[config.mk]
export PLATFORM = sky130hd
export DESIGN_NAME = fifo_rd_packer
export DESIGN_NICKNAME = d
export VERILOG_FILES = /design/src/rtl/fifo_rd_packer.sv
export SDC_FILE = /design/constraint.sdc
export NUM_CORES = 1
export LEC_CHECK = 0
export CORE_AREA = 4 4 92 51
export CTS_BUF_LIST = sky130_fd_sc_hd__clkbuf_8
export DETAILED_ROUTE_END_ITERATION = 12
export DIE_AREA = 0 0 96 55
export PLACE_DENSITY = 0.84
export SKIP_CTS_REPAIR_TIMING = 1
export SLEW_MARGIN = 20
export SYNTH_ARGS = -nofsm -noshare
export SYNTH_HDL_FRONTEND = slang
export SYNTH_SLANG_ARGS = --single-unit
export TNS_END_PERCENT = 5
[constraint.sdc]
create_clock -name clk_rd -period 3.6 [get_ports clk_rd]
set_input_delay 0.36 -clock clk_rd [delete_from_list [all_inputs] [get_ports clk_rd]]
set_output_delay 0.36 -clock clk_rd [all_outputs]
set_load 0.05 [all_outputs]
[src/rtl/fifo_rd_packer.sv]
// fifo_rd_packer: rate-limited consumer on the async FIFO read side.
// Pops words with a minimum spacing and packs pairs into {word1, word0} beats.
module fifo_rd_packer #(
  parameter int DATA_WIDTH = 8,
  parameter int READ_DELAY = 5,
  parameter int CNT_WIDTH  = 16
) (
  input  logic                    clk_rd,
  input  logic                    rst_rd,
  input  logic                    rempty,
  input  logic [DATA_WIDTH-1:0]   rdata,
  output logic                    rinc,
  input  logic                    flush,
  output logic [2*DATA_WIDTH-1:0] out_data,
  output logic                    out_valid,
  input  logic                    out_ready,
  output logic [CNT_WIDTH-1:0]    rd_count
);

  localparam logic [1:0] IDLE = 2'd0;
  localparam logic [1:0] CAPT = 2'd1;
  localparam logic [1:0] OUT  = 2'd2;

  localparam int GAP_WIDTH = (READ_DELAY > 0) ? $clog2(READ_DELAY + 1) : 1;
  localparam logic [GAP_WIDTH-1:0] GAP_LOAD = GAP_WIDTH'(READ_DELAY);

  logic [1:0]            state;
  logic                  lane_idx;
  logic [DATA_WIDTH-1:0] lane0;
  logic [GAP_WIDTH-1:0]  gap_cnt;

  // Pop only from IDLE once the spacing gap has expired; flush and reset veto it.
  assign rinc = (state == IDLE) && !rempty && (gap_cnt == '0) && !flush && !rst_rd;

  always_ff @(posedge clk_rd) begin
    if (rst_rd) begin
      gap_cnt <= '0;
    end else if (rinc) begin
      gap_cnt <= GAP_LOAD;
    end else if (gap_cnt != '0) begin
      gap_cnt <= gap_cnt - GAP_WIDTH'(1);
    end
  end

  always_ff @(posedge clk_rd) begin
    if (rst_rd) begin
      rd_count <= '0;
    end else if (rinc) begin
      rd_count <= rd_count + CNT_WIDTH'(1);
    end
  end

  // A flush in CAPT drops the arriving word; it was already counted at the pop.
  always_ff @(posedge clk_rd) begin
    if (rst_rd) begin
      state     <= IDLE;
      lane_idx  <= 1'b0;
      lane0     <= '0;
      out_data  <= '0;
      out_valid <= 1'b0;
    end else if (flush) begin
      state     <= IDLE;
      lane_idx  <= 1'b0;
      out_valid <= 1'b0;
    end else begin
      case (state)
        IDLE: begin
          if (rinc) begin
            state <= CAPT;
          end
        end
        CAPT: begin
          if (!lane_idx) begin
            lane0    <= rdata;
            lane_idx <= 1'b1;
            state    <= IDLE;
          end else begin
            out_data  <= {rdata, lane0};
            out_valid <= 1'b1;
            lane_idx  <= 1'b0;
            state     <= OUT;
          end
        end
        OUT: begin
          if (out_ready) begin
            out_valid <= 1'b0;
            state     <= IDLE;
          end
        end
        default: begin
          state <= IDLE;
        end
      endcase
    end
  end

  // A held beat must stay put until accepted, and the FIFO is never underflowed.
  assert property (@(posedge clk_rd) disable iff (rst_rd) rinc |-> !rempty);
  assert property (@(posedge clk_rd) disable iff (rst_rd)
    (out_valid && !out_ready && !flush) |=> (out_valid && $stable(out_data)));

endmodule

==> results of run 1 <==
[metal layers]
| metal | vias to the layer above | part of all wire, % | global-route usage, % |
|---|---|---|---|
| met4 | 0 | 0.74 | 7.31 |
| met3 | 5 | 4.5 | 4.59 |
| met2 | 41 | 50 | 29.9 |
| met5 | - | 0 | 0 |
| met1 | 761 | 44 | 18.0 |
| li1 | 851 | - | - |
[cell type report]
type	count	area [µm²]	share of cell area, %
flip-flops and latches	47	941	38.1
repair buffers	47	465	18.8
well taps	54	67.6	2.73
multi-input cells	166	876	35.4
clock buffers	7	96.3	3.90
inverters	6	22.5	0.911
clock inverters	1	3.75	0.152
[kinds of logic (layout without fill, tap and decap cells)]
kind of cell | count (synthesis) | after routing
flip-flops | 47 | 47
AND/OR/NAND/NOR | 107 | 107
AO/OA/AOI/OAI | 44 | 44
buffers and inverters | 19 | 61
multiplexers | 2 | 2
XOR/XNOR | 9 | 9
adder cells (fa/ha/maj) | 4 | 4
[worst min-delay path by stage]
stage	cells after the start	endpoint	from
5_1_grt	2	out_data[5]	lane0[5]
4_1_cts	2	out_data[4]	lane0[4]
2_1_floorplan	2	out_data[0]	lane0[0]
3_5_place_dp	2	out_data[4]	lane0[4]
3_3_place_gp	2	out_data[6]	lane0[6]
6_report	2	out_data[5]	lane0[5]
[sequential cells by signal (all words and copies together) (netlist names)]
signal	cells
gap_cnt	3
lane0	8
lane_idx	1
out_data	16
out_valid	1
rd_count	16
state	2
[cells in the mapped netlist (all sizes together), types with 3 or more instances]
cell    instances  share of area (%)
dfxtp          47                 50
clkbuf         12                2.4
o21ai           6                1.6
nand3           3               0.79
nor2b           3               0.99
xnor2           8                3.7
ha              4                2.6
nor3            3               0.79
or3             7                2.3
nor2           15                3.0
nand2          57                 11
nand2b          3               0.99
inv             6                1.2
a21oi          37                9.8
[power by group]
part,internal [µW],switching (µW)
Clock,172,161
Combinational,77.1,106
Sequential,541,15.8
Total,791,282
[worst register-to-register path, cell delays in order, from the launching register on]
cell and delay (ns):
dfxtp_1 0.33, inv_1 0.06, ha_1 0.17, ha_1 0.27, or4b_4 0.57, or4_1 0.68, or4_1 0.51, a21oi_1 0.15
[per-stage QoR]
| stage | instances | hold WS (ns) | utilization (%) | instance area, µm² |
|---|---|---|---|---|
| 3_5_place_dp | 320 | 0.443 | 62.0 | 2370 |
| 6_report | 328 | 0.453 | 64.7 | 2470 |
| 5_1_grt | 328 | 0.472 | 64.7 | 2470 |
| 4_1_cts | 328 | 0.455 | 64.7 | 2470 |
| 3_3_place_gp | 320 | 0.437 | 62.0 | 2370 |
| 2_1_floorplan | 232 | 0.432 | - | 1890 |
==> qor.yml, run 1 <==
outcome:
  status: "completed"
placed_design:
  globalplace.congestion: 0.799
  dp_hpwl_um: 2920
  dp_slack_ns: 0.846
  numPortBuffers: 46
finish:
  n_antenna_cell: 0
  area_growth_pct: 30.9
  drive_gt1_share_pct: 4.38
  nNetsFinal: 290
  final_common_cell: "nand2_1"
  final_cell_mix: "nand2_1, dfxtp_1, clkdlybuf4s50_1"
  nFillCells: 335
grt:
  grt_antenna_before_repair: 0
  grt_max_degree: 44
  grt_usage_pct: 16.3
  first_global_vias: 1565
  overflow: 0
  grt_pass1_wl_um: 6610
sta:
  slew_violations: 0
  worst_pin_slew_ns: 0.549
  rsz0062_at_grt: "no"
  period_share_pct: 78.0
  fin_worst_skew_ns: 0.00328
  hold_viol: 0
  finalCriticalPeriod_ns: 2.81
  slew_headroom_pct: 63.3
  setup-violations-final: 0
  fmax_mhz: 356
  tns_ns: 0
  setup_ws_ns: 0.793
worst_hold_path:
  hp-class: "register to register"
routing:
  dr_total_vias: 1658
  drc: 0
  vias_per_cell: 5.05
  dr.pass1.iters: 4
  drt_iter0_markers: 70
  ant_nets: 0
  avgRoutedWirePerCell_um: 12.3
  drt-total-wl_um: 4040
setup_path:
  max_stage_delay_ns: 0.68
  required_ns: 3.82
  r2r_start: "gap_cnt[0]"
  criticalPathCategory: "register to register"
  ff2ff_path_depth: 7
  r2r-end: "rd_count[15]"
  crit_family: "simple AND/OR/NAND/NOR gates"
  arrival_ns: 3.03
  path_cells: "inv_1 -> ha_1 -> ha_1 -> or4b_4 -> or4_1 -> or4_1 -> a21oi_1"
  path_depth: 7
  crit_buf_inv: 1
  endpoint: "rd_count[15]"
  critPathLaunchType: "register"
  startpoint: "gap_cnt[0]"
  crit_path_end_kind: "register"
  path_max_fanout: 13
  r2r_slack_ns: 0.79
  cp_slowest_cell: "or4_1"
synth:
  synth_cell_type_count: 27
  netlist_instances: 232
  ys_seq_area_share_pct: 49.8
  synth_fa_ha_area_share_pct: 2.65
  synth-edff-count: 0
  synth-xor-area-share_pct: 4.17
  syn_area_per_cell_um2: 8.14
  synth_top_family_by_area: "simple AND/OR/NAND/NOR gates"
  syn_area_um2: 1890
  synthSimpleGateAreaFrac_pct: 26.7
  synth_mux_area_share_pct: 1.06
  synth-async-reset-ratio_pct: 0
  synth_compound_gate_area_share_pct: 11.8
  ys_ff_latch: 47
  synthesis.nets: 249
  synth_flop_cell: "dfxtp_1"
  yosysWarnings: 0
clock_network:
  root_buffer: "clkbuf_8"
  clock_path_buffers: 2
  worstSkewPairLatency_ns: 0.29
  cts.sinks: 47
  clkTransAtPathRegs_ns: 0.08
  cts.htree.levels: 2
  cts_tree: "built"
  numCtsBuffers: 5
power:
  total_power_uw: 1070
  p_leak_uw: 0.000807
  power_density_nw_per_um2: 434
  irDropWorstVdd_mv: 0.353
floorplanning:
  chipHeight_um: 55
  die_w_um: 96
  die-area_um2: 5280
  io-pin-count: 47
  design.core.area_um2: 3820
  initial_core_util_pct: 49.4
  fp-row-count: 16
job:
  maxCapViolCount: 0
Power figures use the tool's default switching activity.
==> run 2: changes to the inputs <==
==> constraint.sdc (replaced) <==
create_clock -name clk_rd -period 2.6 [get_ports clk_rd]
set_input_delay 0.26 -clock clk_rd [delete_from_list [all_inputs] [get_ports clk_rd]]
set_output_delay 0.26 -clock clk_rd [all_outputs]
set_load 0.05 [all_outputs]
==> run 2 against run 1 <==
Net effect:
- wire length up 2.2%
- fmax increased by 15%
- worst hold slack better by 0.0040 ns
- clock skew grew 0.0052 ns
- final area up 1.3%
- sequential cell count stayed put
- first-iteration DRC count down 20%
- largest power group unchanged
- clock-buffer cell count fell by 2
- combinational power rose by 57%
- global-route usage is 0.26 points higher
- critical path type unchanged
- worst setup slack got worse by 0.64 ns
==> qor.yml, run 2 (same netlist as run 1, synthesis figures left out) <==
grt:
  grt_usage_pct: 16.5  # was 16.3%
  grt_antenna_before_repair: 0  # unchanged
  grt_max_degree: 44  # unchanged
  grt_pass1_wl_um: 6640  # was 6610 µm
  overflow: 0  # unchanged
  first_global_vias: 1585  # was 1565
placed_design:
  numPortBuffers: 46  # unchanged
  placed_cells: 324  # was 320
  globalplace.congestion: 0.766  # was 0.799
  place_area_um2: 2410  # was 2370 µm²
  dp_hpwl_um: 3030  # was 2920 µm
routing:
  ant_nets: 0  # unchanged
  dr_total_vias: 1664  # was 1658
  dr.pass1.iters: 4  # unchanged
  drc: 0  # unchanged
  drt_iter0_markers: 56  # was 70
  avgRoutedWirePerCell_um: 12.4  # was 12.3 µm
  drt-total-wl_um: 4130  # was 4040 µm
  vias_per_cell: 5.01  # was 5.05
clock_network:
  cts.sinks: 47  # unchanged
  worstSkewPairLatency_ns: 0.30  # was 0.29 ns
  clkTransAtPathRegs_ns: 0.09  # was 0.08 ns
  cts_tree: "built"  # unchanged
  clock_path_buffers: 2  # unchanged
  cts.htree.levels: 2  # unchanged
  numCtsBuffers: 5  # unchanged
  root_buffer: "clkbuf_8"  # unchanged
floorplanning:
  io-pin-count: 47  # unchanged
  chipHeight_um: 55  # unchanged
  die_w_um: 96  # unchanged
  design.core.area_um2: 3820  # unchanged
  fp-row-count: 16  # unchanged
  die-area_um2: 5280  # unchanged
  initial_core_util_pct: 49.4  # unchanged
setup_path:
  r2r_slack_ns: 0.16  # was 0.79 ns
  crit_path_end_kind: "register"  # unchanged
  critPathLaunchType: "register"  # unchanged
  ff2ff_path_depth: 7  # unchanged
  cp_slowest_cell: "or4_4"  # was or4_1
  criticalPathCategory: "register to register"  # unchanged
  r2r_start: "gap_cnt[0]"  # unchanged
  path_cells: "inv_1 -> ha_1 -> ha_1 -> or4b_4 -> or4_4 -> or4_1 -> a21oi_1"  # was inv_1 -> ha_1 -> ha_1 -> or4b_4 -> or4_1 -> or4_1 -> a21oi_1
  max_stage_delay_ns: 0.58  # was 0.68 ns
  arrival_ns: 2.68  # was 3.03 ns
  path_common_cell: "ha_1"
  required_ns: 2.83  # was 3.82 ns
  r2r-end: "rd_count[15]"  # unchanged
  path_max_fanout: 9  # was 13
  startpoint: "gap_cnt[0]"  # unchanged
sta:
  worst_hold_slack_ns: 0.457  # was 0.453 ns
  rsz0062_at_grt: "no"  # unchanged
  fin_worst_skew_ns: 0.00848  # was 0.00328 ns
  period_share_pct: 94.0  # was 78.0%
  tns_ns: 0  # unchanged
  setup-violations-final: 0  # unchanged
  slew_headroom_pct: 62.5  # was 63.3%
  finalCriticalPeriod_ns: 2.44  # was 2.81 ns
  hold_viol: 0  # unchanged
  fmax_mhz: 409  # was 356 MHz
  slew_violations: 0  # unchanged
  worst_pin_slew_ns: 0.562  # was 0.549 ns
power:
  p_leak_uw: 0.000820  # was 0.000807 µW
  irDropWorstVdd_mv: 0.403  # was 0.353 mV
  power_density_nw_per_um2: 590  # was 434 nW/µm²
finish:
  instances_no_fill: 332  # was 328
  finalInstanceArea_um2: 2500  # was 2470 µm²
  area_growth_pct: 32.5  # was 30.9%
  n_antenna_cell: 0  # unchanged
  final_cell_mix: "nand2_1, dfxtp_1, clkdlybuf4s50_1"  # unchanged
  nFillCells: 325  # was 335
  drive_gt1_share_pct: 6.12  # was 4.38%
  final_common_cell: "nand2_1"  # unchanged
  nNetsFinal: 294  # was 290
  reg_top3: "out_data: 16 flops, rd_count: 16 flops, lane0: 8 flops"  # unchanged
worst_hold_path:
  hp-class: "register to register"  # unchanged
  whs_endpoint: "out_data[5]"  # unchanged
  worstHoldPathCells: 2  # unchanged
  worstHoldStart: "lane0[5]"  # unchanged
outcome:
  status: "completed"  # unchanged
job:
  maxCapViolCount: 0  # unchanged
[run 2: cell types whose count changed in the layout (fill, tap and decap cells not counted)]
cell,delta
or4_4,+1
or4_1,-1
buf_4,+3
buf_12,+1
clkinvlp_4,+1
clkinv_2,+1
clkbuf_8,-2
[run 2: critical path, delay by kind of cell (launching register included)]
kind	cells	cell delay (ns)
and+or+nand+nor	3	1.53
DFF	1	0.32
buffers and inverters	1	0.06
AOI/OAI and AO/OA	1	0.14
adders and majority gates	2	0.32
[run 2: cell type report]
cell class | instances | area (µm²) | area share (%)
multi-input combinational | 166 | 880 | 35.1
clock inverter | 3 | 16.3 | 0.650
timing repair buffer | 51 | 508 | 20.3
sequential | 47 | 941 | 37.6
tap | 54 | 67.6 | 2.70
clock buffer | 5 | 68.8 | 2.75
inverter | 6 | 22.5 | 0.900
[run 2: routing by layer]
| metal | up-vias | part of all wire [%] | GRT usage (%) |
|---|---|---|---|
| li1 | 857 | - | - |
| met1 | 753 | 43 | 17.0 |
| met2 | 49 | 51 | 31.9 |
| met3 | 5 | 5.0 | 4.73 |
| met4 | 0 | 0.92 | 8.02 |
| met5 | - | 0 | 0 |
[run 2: worst max path at each step]
| stage | endpoint | cells after the start | slack (ns) |
|---|---|---|---|
| after floorplan | rd_count[15] | 8 | 0.08 |
| after global placement | rd_count[15] | 5 | 0.10 |
| after detailed placement | rd_count[15] | 5 | 0.08 |
| after CTS | rd_count[15] | 7 | 0.07 |
| after global routing | rd_count[15] | 7 | 0.09 |
| final | rd_count[15] | 7 | 0.16 |
[run 2: through the flow]
| step | utilization (%) | power, µW | worst slack [ns] |
|---|---|---|---|
| after floorplan | - | 971 | 0.0835 |
| after global placement | 63.2 | 1050 | 0.101 |
| after detailed placement | 63.2 | 1070 | 0.0780 |
| after CTS | 65.4 | 1490 | 0.0669 |
| after global routing | 65.5 | 1550 | 0.0883 |
| final | 65.5 | 1480 | 0.157 |
[run 2: where the power goes]
part,leakage [µW],internal (µW),switching [µW]
registers,0.000379,750,20.8
logic,0.000395,131,155
clock network,0.0000453,184,237
==> run 3: changes to the inputs <==
--- a/config.mk
+++ b/config.mk
@@ -7,6 +7,7 @@
 export LEC_CHECK = 0
 export CORE_AREA = 4 4 92 51
 export CTS_BUF_LIST = sky130_fd_sc_hd__clkbuf_8
+export CTS_CLUSTER_DIAMETER = 120
 export DETAILED_ROUTE_END_ITERATION = 12
 export DIE_AREA = 0 0 96 55
 export PLACE_DENSITY = 0.84
==> results of run 3 <==
Same layout as run 2: the final DEF is identical, and so are final timing and power.
